## src/rtl/bch_encoder_core.sv

```systemverilog
// Systematic serial BCH encoder: message bits are placed at the top of the codeword while an
// r-bit LFSR divides by g(x); the remainder fills the low r bits as parity.
module bch_encoder_core #(
    parameter int unsigned N_MAX = 1023,
    parameter int unsigned T_MAX = 4,
    parameter int unsigned M_MAX = 10,
    localparam int unsigned R_MAX = M_MAX * T_MAX,
    localparam int unsigned NW = $clog2(N_MAX + 1),
    localparam int unsigned RW = $clog2(R_MAX + 1)
) (
    input  logic             clk,
    input  logic             rst,
    input  logic             start,
    input  logic [NW-1:0]    n,
    input  logic [RW-1:0]    r,
    input  logic [R_MAX-1:0] gen_poly,
    input  logic             msg_valid,
    input  logic             msg_bit,
    output logic             msg_ready,
    output logic             busy,
    output logic             done,
    output logic             cfg_err,
    output logic [N_MAX-1:0] code_bits
);

    typedef enum logic [1:0] {StIdle, StMsg, StPar, StDone} state_e;

    state_e           state;
    logic [NW-1:0]    n_q;
    logic [RW-1:0]    r_q;
    logic [R_MAX-1:0] g_q;
    logic [R_MAX-1:0] lfsr_q;
    logic [NW-1:0]    cnt_q;

    logic [R_MAX-1:0] start_mask;
    logic [R_MAX-1:0] r_mask;
    logic [R_MAX-1:0] lfsr_nxt;
    logic [R_MAX-1:0] par_bits;
    logic [NW-1:0]    wr_idx;
    logic [NW-1:0]    k_last;
    logic             cfg_bad;
    logic             fb;

    function automatic logic [R_MAX-1:0] low_mask(input logic [RW-1:0] w);
        return (R_MAX'(1) << w) - R_MAX'(1);
    endfunction

    always_comb begin
        start_mask = low_mask(r);
        r_mask     = low_mask(r_q);
        cfg_bad    = (r == '0) || (r > RW'(R_MAX)) || (NW'(r) >= n);
        // The top LFSR bit is isolated by mask ^ (mask >> 1), avoiding a variable index.
        fb         = msg_bit ^ (|(lfsr_q & (r_mask ^ (r_mask >> 1))));
        lfsr_nxt   = ((lfsr_q << 1) & r_mask) ^ (fb ? g_q : '0);
        par_bits   = (code_bits[R_MAX-1:0] & ~r_mask) | lfsr_q;
        wr_idx     = n_q - NW'(1) - cnt_q;
        k_last     = n_q - NW'(r_q) - NW'(1);
    end

    always_ff @(posedge clk or posedge rst) begin
        if (rst) begin
            state     <= StIdle;
            n_q       <= '0;
            r_q       <= '0;
            g_q       <= '0;
            lfsr_q    <= '0;
            cnt_q     <= '0;
            msg_ready <= 1'b0;
            busy      <= 1'b0;
            done      <= 1'b0;
            cfg_err   <= 1'b0;
            code_bits <= '0;
        end else begin
            done <= 1'b0;
            unique case (state)
                StIdle: begin
                    if (start) begin
                        n_q       <= n;
                        r_q       <= r;
                        g_q       <= gen_poly & start_mask;
                        lfsr_q    <= '0;
                        cnt_q     <= '0;
                        code_bits <= '0;
                        busy      <= 1'b1;
                        if (cfg_bad) begin
                            cfg_err <= 1'b1;
                            done    <= 1'b1;
                            state   <= StDone;
                        end else begin
                            cfg_err   <= 1'b0;
                            msg_ready <= 1'b1;
                            state     <= StMsg;
                        end
                    end
                end
                StMsg: begin
                    if (msg_valid && msg_ready) begin
                        code_bits[wr_idx] <= msg_bit;
                        lfsr_q            <= lfsr_nxt;
                        cnt_q             <= cnt_q + NW'(1);
                        if (cnt_q == k_last) begin
                            msg_ready <= 1'b0;
                            state     <= StPar;
                        end
                    end
                end
                StPar: begin
                    code_bits[R_MAX-1:0] <= par_bits;
                    done                 <= 1'b1;
                    state                <= StDone;
                end
                StDone: begin
                    busy  <= 1'b0;
                    state <= StIdle;
                end
                default: state <= StIdle;
            endcase
        end
    end

endmodule
```

## config.mk

```make
export PLATFORM = sky130hd
export DESIGN_NAME = bch_encoder_core
export DESIGN_NICKNAME = d
export VERILOG_FILES = /design/src/rtl/bch_encoder_core.sv
export SDC_FILE = /design/constraint.sdc
export NUM_CORES = 2
export LEC_CHECK = 0
export BUFFER_PORTS_ARGS = -buffer_cell sky130_fd_sc_hd__buf_2
export CAP_MARGIN = 20
export CORE_AREA = 2 2 425 427
export DETAILED_ROUTE_END_ITERATION = 7
export DIE_AREA = 0 0 427 429
export GPL_TIMING_DRIVEN = 0
export PLACE_DENSITY = 0.63
export SLEW_MARGIN = 20
export SYNTH_ARGS = -nofsm -noshare
export SYNTH_HDL_FRONTEND = slang
export SYNTH_SLANG_ARGS = --single-unit
```

## constraint.sdc

```tcl
create_clock -name clk -period 34.3 [get_ports clk]
set_input_delay 1.715 -clock clk [delete_from_list [all_inputs] [get_ports clk]]
set_output_delay 1.715 -clock clk [all_outputs]
set_load 0.02 [all_outputs]
```

==> results.cfg <==
[place]
placedCellCount = 9565
dpl.hpwl_mm = 281
gp_congestion = 1.14
numPortBuffers = 1086

[yosys]
seq_area_frac_synth_pct = 50.5
syn-num-nets = 6167
ys.flop_type = dfrtp_1
syn_area_um2 = 56200
synth_top_cell_area_share_pct = 50.5
yosysWarnings = 0
syn_inst = 6076
synthDistinctLibCells = 86
async_flop_share_pct = 100
synthTopCellsByArea = dfrtp_1 (51%), nand2_1 (8.2%), o211ai_1 (5.0%)
synth-edff-count = 0
synth-seq-cells = 1135
synth_top_area_cell = dfrtp_1
syn_avg_cell_area_um2 = 9.25

[routing]
wl_per_cell_um = 37.3
drtPass1Iterations = 8
first_iter_violations = 9475
viasPerCell = 6.32
vias = 62000
ant_nets = 0
drc = 0
totalWireLength_mm = 366

[clock_tree]
ctsResizeCount = 0
insertion_delay_ns = 0.86
root_buffer = clkbuf_16
post-cts-setup-buffers = 0
htree_levels = 4
cts_tree = done
clk_pin_slew_worst_paths_ns = 0.06
clock_path_buffers = 3
cts_sinks = 1135
cts_buffers = 134
ctsHoldBuffers = 0

[power]
power_leakage_nw = 32.5
p_per_area_nw_per_um2 = 42.0
ir_drop_v = 0.0000435

[timing]
clock_skew_ns = 0.0861
slew_violations = 0
period_share_pct = 23.3
setup-violations-final = 0
slew_headroom_pct = 15.0
hold_viol_final = 0
finalCriticalPeriod_ns = 8.00
rsz0062_at_grt = false
worst_pin_slew_ns = 1.28
hold_ws_ns = 0.520
max_freq_mhz = 125
fin_tns_setup_ns = 0

[setup_path]
slowest_delay_ns = 0.72
crit_path_end_kind = flop
start_kind = flop
crit_family = buffers and inverters
crit_type = flop to flop
path_common_cell = clkbuf_1
crit_chain = clkbuf_1 -> clkbuf_1 -> clkinv_1 -> nand3_1 -> ha_1 -> clkbuf_1 -> clkbuf_1 -> clkbuf_1 -> buf_1 -> o211ai_1 -> o31ai_1 -> nand2_1 -> and4_1 -> nand4_1 -> buf_2 -> clkbuf_1 -> nor3_1 -> a2111oi_0 -> o311ai_1
crit_slowest_cell = clkinv_1
cp.arrival_ns = 8.66
timing.critical_path.buf_inv = 9
cp.required_ns = 34.96
crit_fanout = 10

[floorplan]
initial_utilization_pct = 31.6
die_h_um = 429
pin_count = 1088
core_area_um2 = 178000
die_w_um = 427
dieArea_um2 = 183000
rows = 155

[grt]
groute.usage.overall_pct = 38.7
grt_pass1_vias = 58600
grt-ovfl-total = 0
antenna_found_initial = 21
grt_pass1_wl_mm = 494
grt_start_max_net_pins = 100

[finish]
utilization_pct = 39.5
fillers = 18100
area_growth_pct = 25.0
fin_nets = 7439
fin_cells = 9823
layout_commonest_cell = nand2_1
multi_input_area_um2 = 25200
final_cell_mix = nand2_1 (1226), dfrtp_1 (1135), buf_2 (1116), clkbuf_1 (650), nor3_1 (389)
drive_gt1_share_pct = 20.2
regArea_um2 = 28400

[status]
outcome = finished clean

[hold_path]
holdCritPathClass = flop to flop

[job]
drv_cap = 0
metrics by stage:
stage | worst slack (ns) | power [W] | cell area (um^2)
after floorplan | 0.621 | 0.00141 | 56200
after global placement | -13.17 | 0.00145 | 64600
final | 26.30 | 0.00295 | 70300
after CTS | 26.81 | 0.00295 | 70200
after global routing | 26.41 | 0.00301 | 70200
after detailed placement | 26.86 | 0.00145 | 65600
flip-flops by register name, summed over array words and instances, names as in the netlist:
register   cells
code_bits   1023
lfsr_q        40
cnt_q         10
g_q           40
cfg_err        1
msg_ready      1
state          2
busy           1
r_q            6
n_q           10
done           1
cell families after synthesis:
kind of cell             after synthesis  share of synthesized area [%]
AO/OA/AOI/OAI                       1767                           21.9
AND/OR/NAND/NOR                     2095                           16.3
buffers and inverters                735                           5.02
adder cells (fa/ha/maj)               30                          0.695
multiplexers                         271                           4.84
flip-flops                          1135                           50.5
XOR/XNOR                              43                          0.697
power breakdown:
group / leakage, nW / total (W) / internal [W] / switching [W]
Combinational: 14.5 / 0.0000858 / 0.0000162 / 0.0000696
Clock: 2.24 / 0.00153 / 0.000860 / 0.000666
Sequential: 15.8 / 0.00134 / 0.00134 / 0.00000210
Total: 32.5 / 0.00295 / 0.00222 / 0.000737
final timing paths:
| kind | slack [ns] | depth (start not counted) | end | start |
|---|---|---|---|---|
| worst max register to register | 26.30 | 19 | lfsr_q[31]$_DFFE_PP0P_ | r_q[5]$_DFFE_PP0P_ |
| worst max-delay path | 26.30 | 19 | lfsr_q[31]$_DFFE_PP0P_ | r_q[5]$_DFFE_PP0P_ |
| min in group asynchronous | 0.92 | 2 | lfsr_q[0]$_DFFE_PP0P_ | rst |
| worst min register to register | 0.52 | 2 | code_bits[635]$_DFFE_PP0P_ | code_bits[635]$_DFFE_PP0P_ |
| max in group asynchronous | 30.79 | 7 | code_bits[773]$_DFFE_PP0P_ | rst |
| worst min-delay path | 0.52 | 2 | code_bits[635]$_DFFE_PP0P_ | code_bits[635]$_DFFE_PP0P_ |
worst reg2reg max path, cell delays in order, from the launching register on:
cell and delay (ns):
dfrtp_1 0.49, clkbuf_1 0.46, clkbuf_1 0.56, clkinv_1 0.72, nand3_1 0.31, ha_1 0.17
clkbuf_1 0.30, clkbuf_1 0.57, clkbuf_1 0.57, buf_1 0.72, o211ai_1 0.19, o31ai_1 0.12
nand2_1 0.18, and4_1 0.28, nand4_1 0.38, buf_2 0.42, clkbuf_1 0.61, nor3_1 0.15
a2111oi_0 0.42, o311ai_1 0.22
synth_stat cells (14+ instances only):
cell and number:
a21o_1 15, ha_1 28, inv_1 51, o211ai_1 371, o21ai_0 246, o31ai_1 333, a2111oi_0 14, xnor2_1 33
nor2_1 164, o22ai_1 309, nand2b_1 24, a21oi_1 157, a2111oi_2 22, a31oi_1 46, nor3_1 393, nand3_1 60
o311ai_0 96, nand2_1 1226, or3_1 28, buf_2 27, dfrtp_1 1135, buf_1 23, nand4_1 84, mux2i_1 266
o311ai_1 33, nor4_1 23, nor2b_1 16, a41oi_1 14, clkbuf_1 626
area by class of cell:
class                      count  share of cell area, %
buffer                       681                   3.74
tap                         2355                   4.19
inverter                      54                  0.299
multi-input combinational   4206                   35.9
clock inverter                50                   1.14
timing repair buffer        1136                   8.86
sequential                  1135                   40.4
antenna                       15                 0.0534
clock buffer                 191                   5.43
routing by layer:
layer / wire length, um / track usage (%)
met1: 129000 / 45.2
met2: 152000 / 55.2
met3: 46700 / 15.4
met4: 38400 / 32.2
met5: 410 / 0.529
Note: power is estimated with default switching activity, not from simulation.
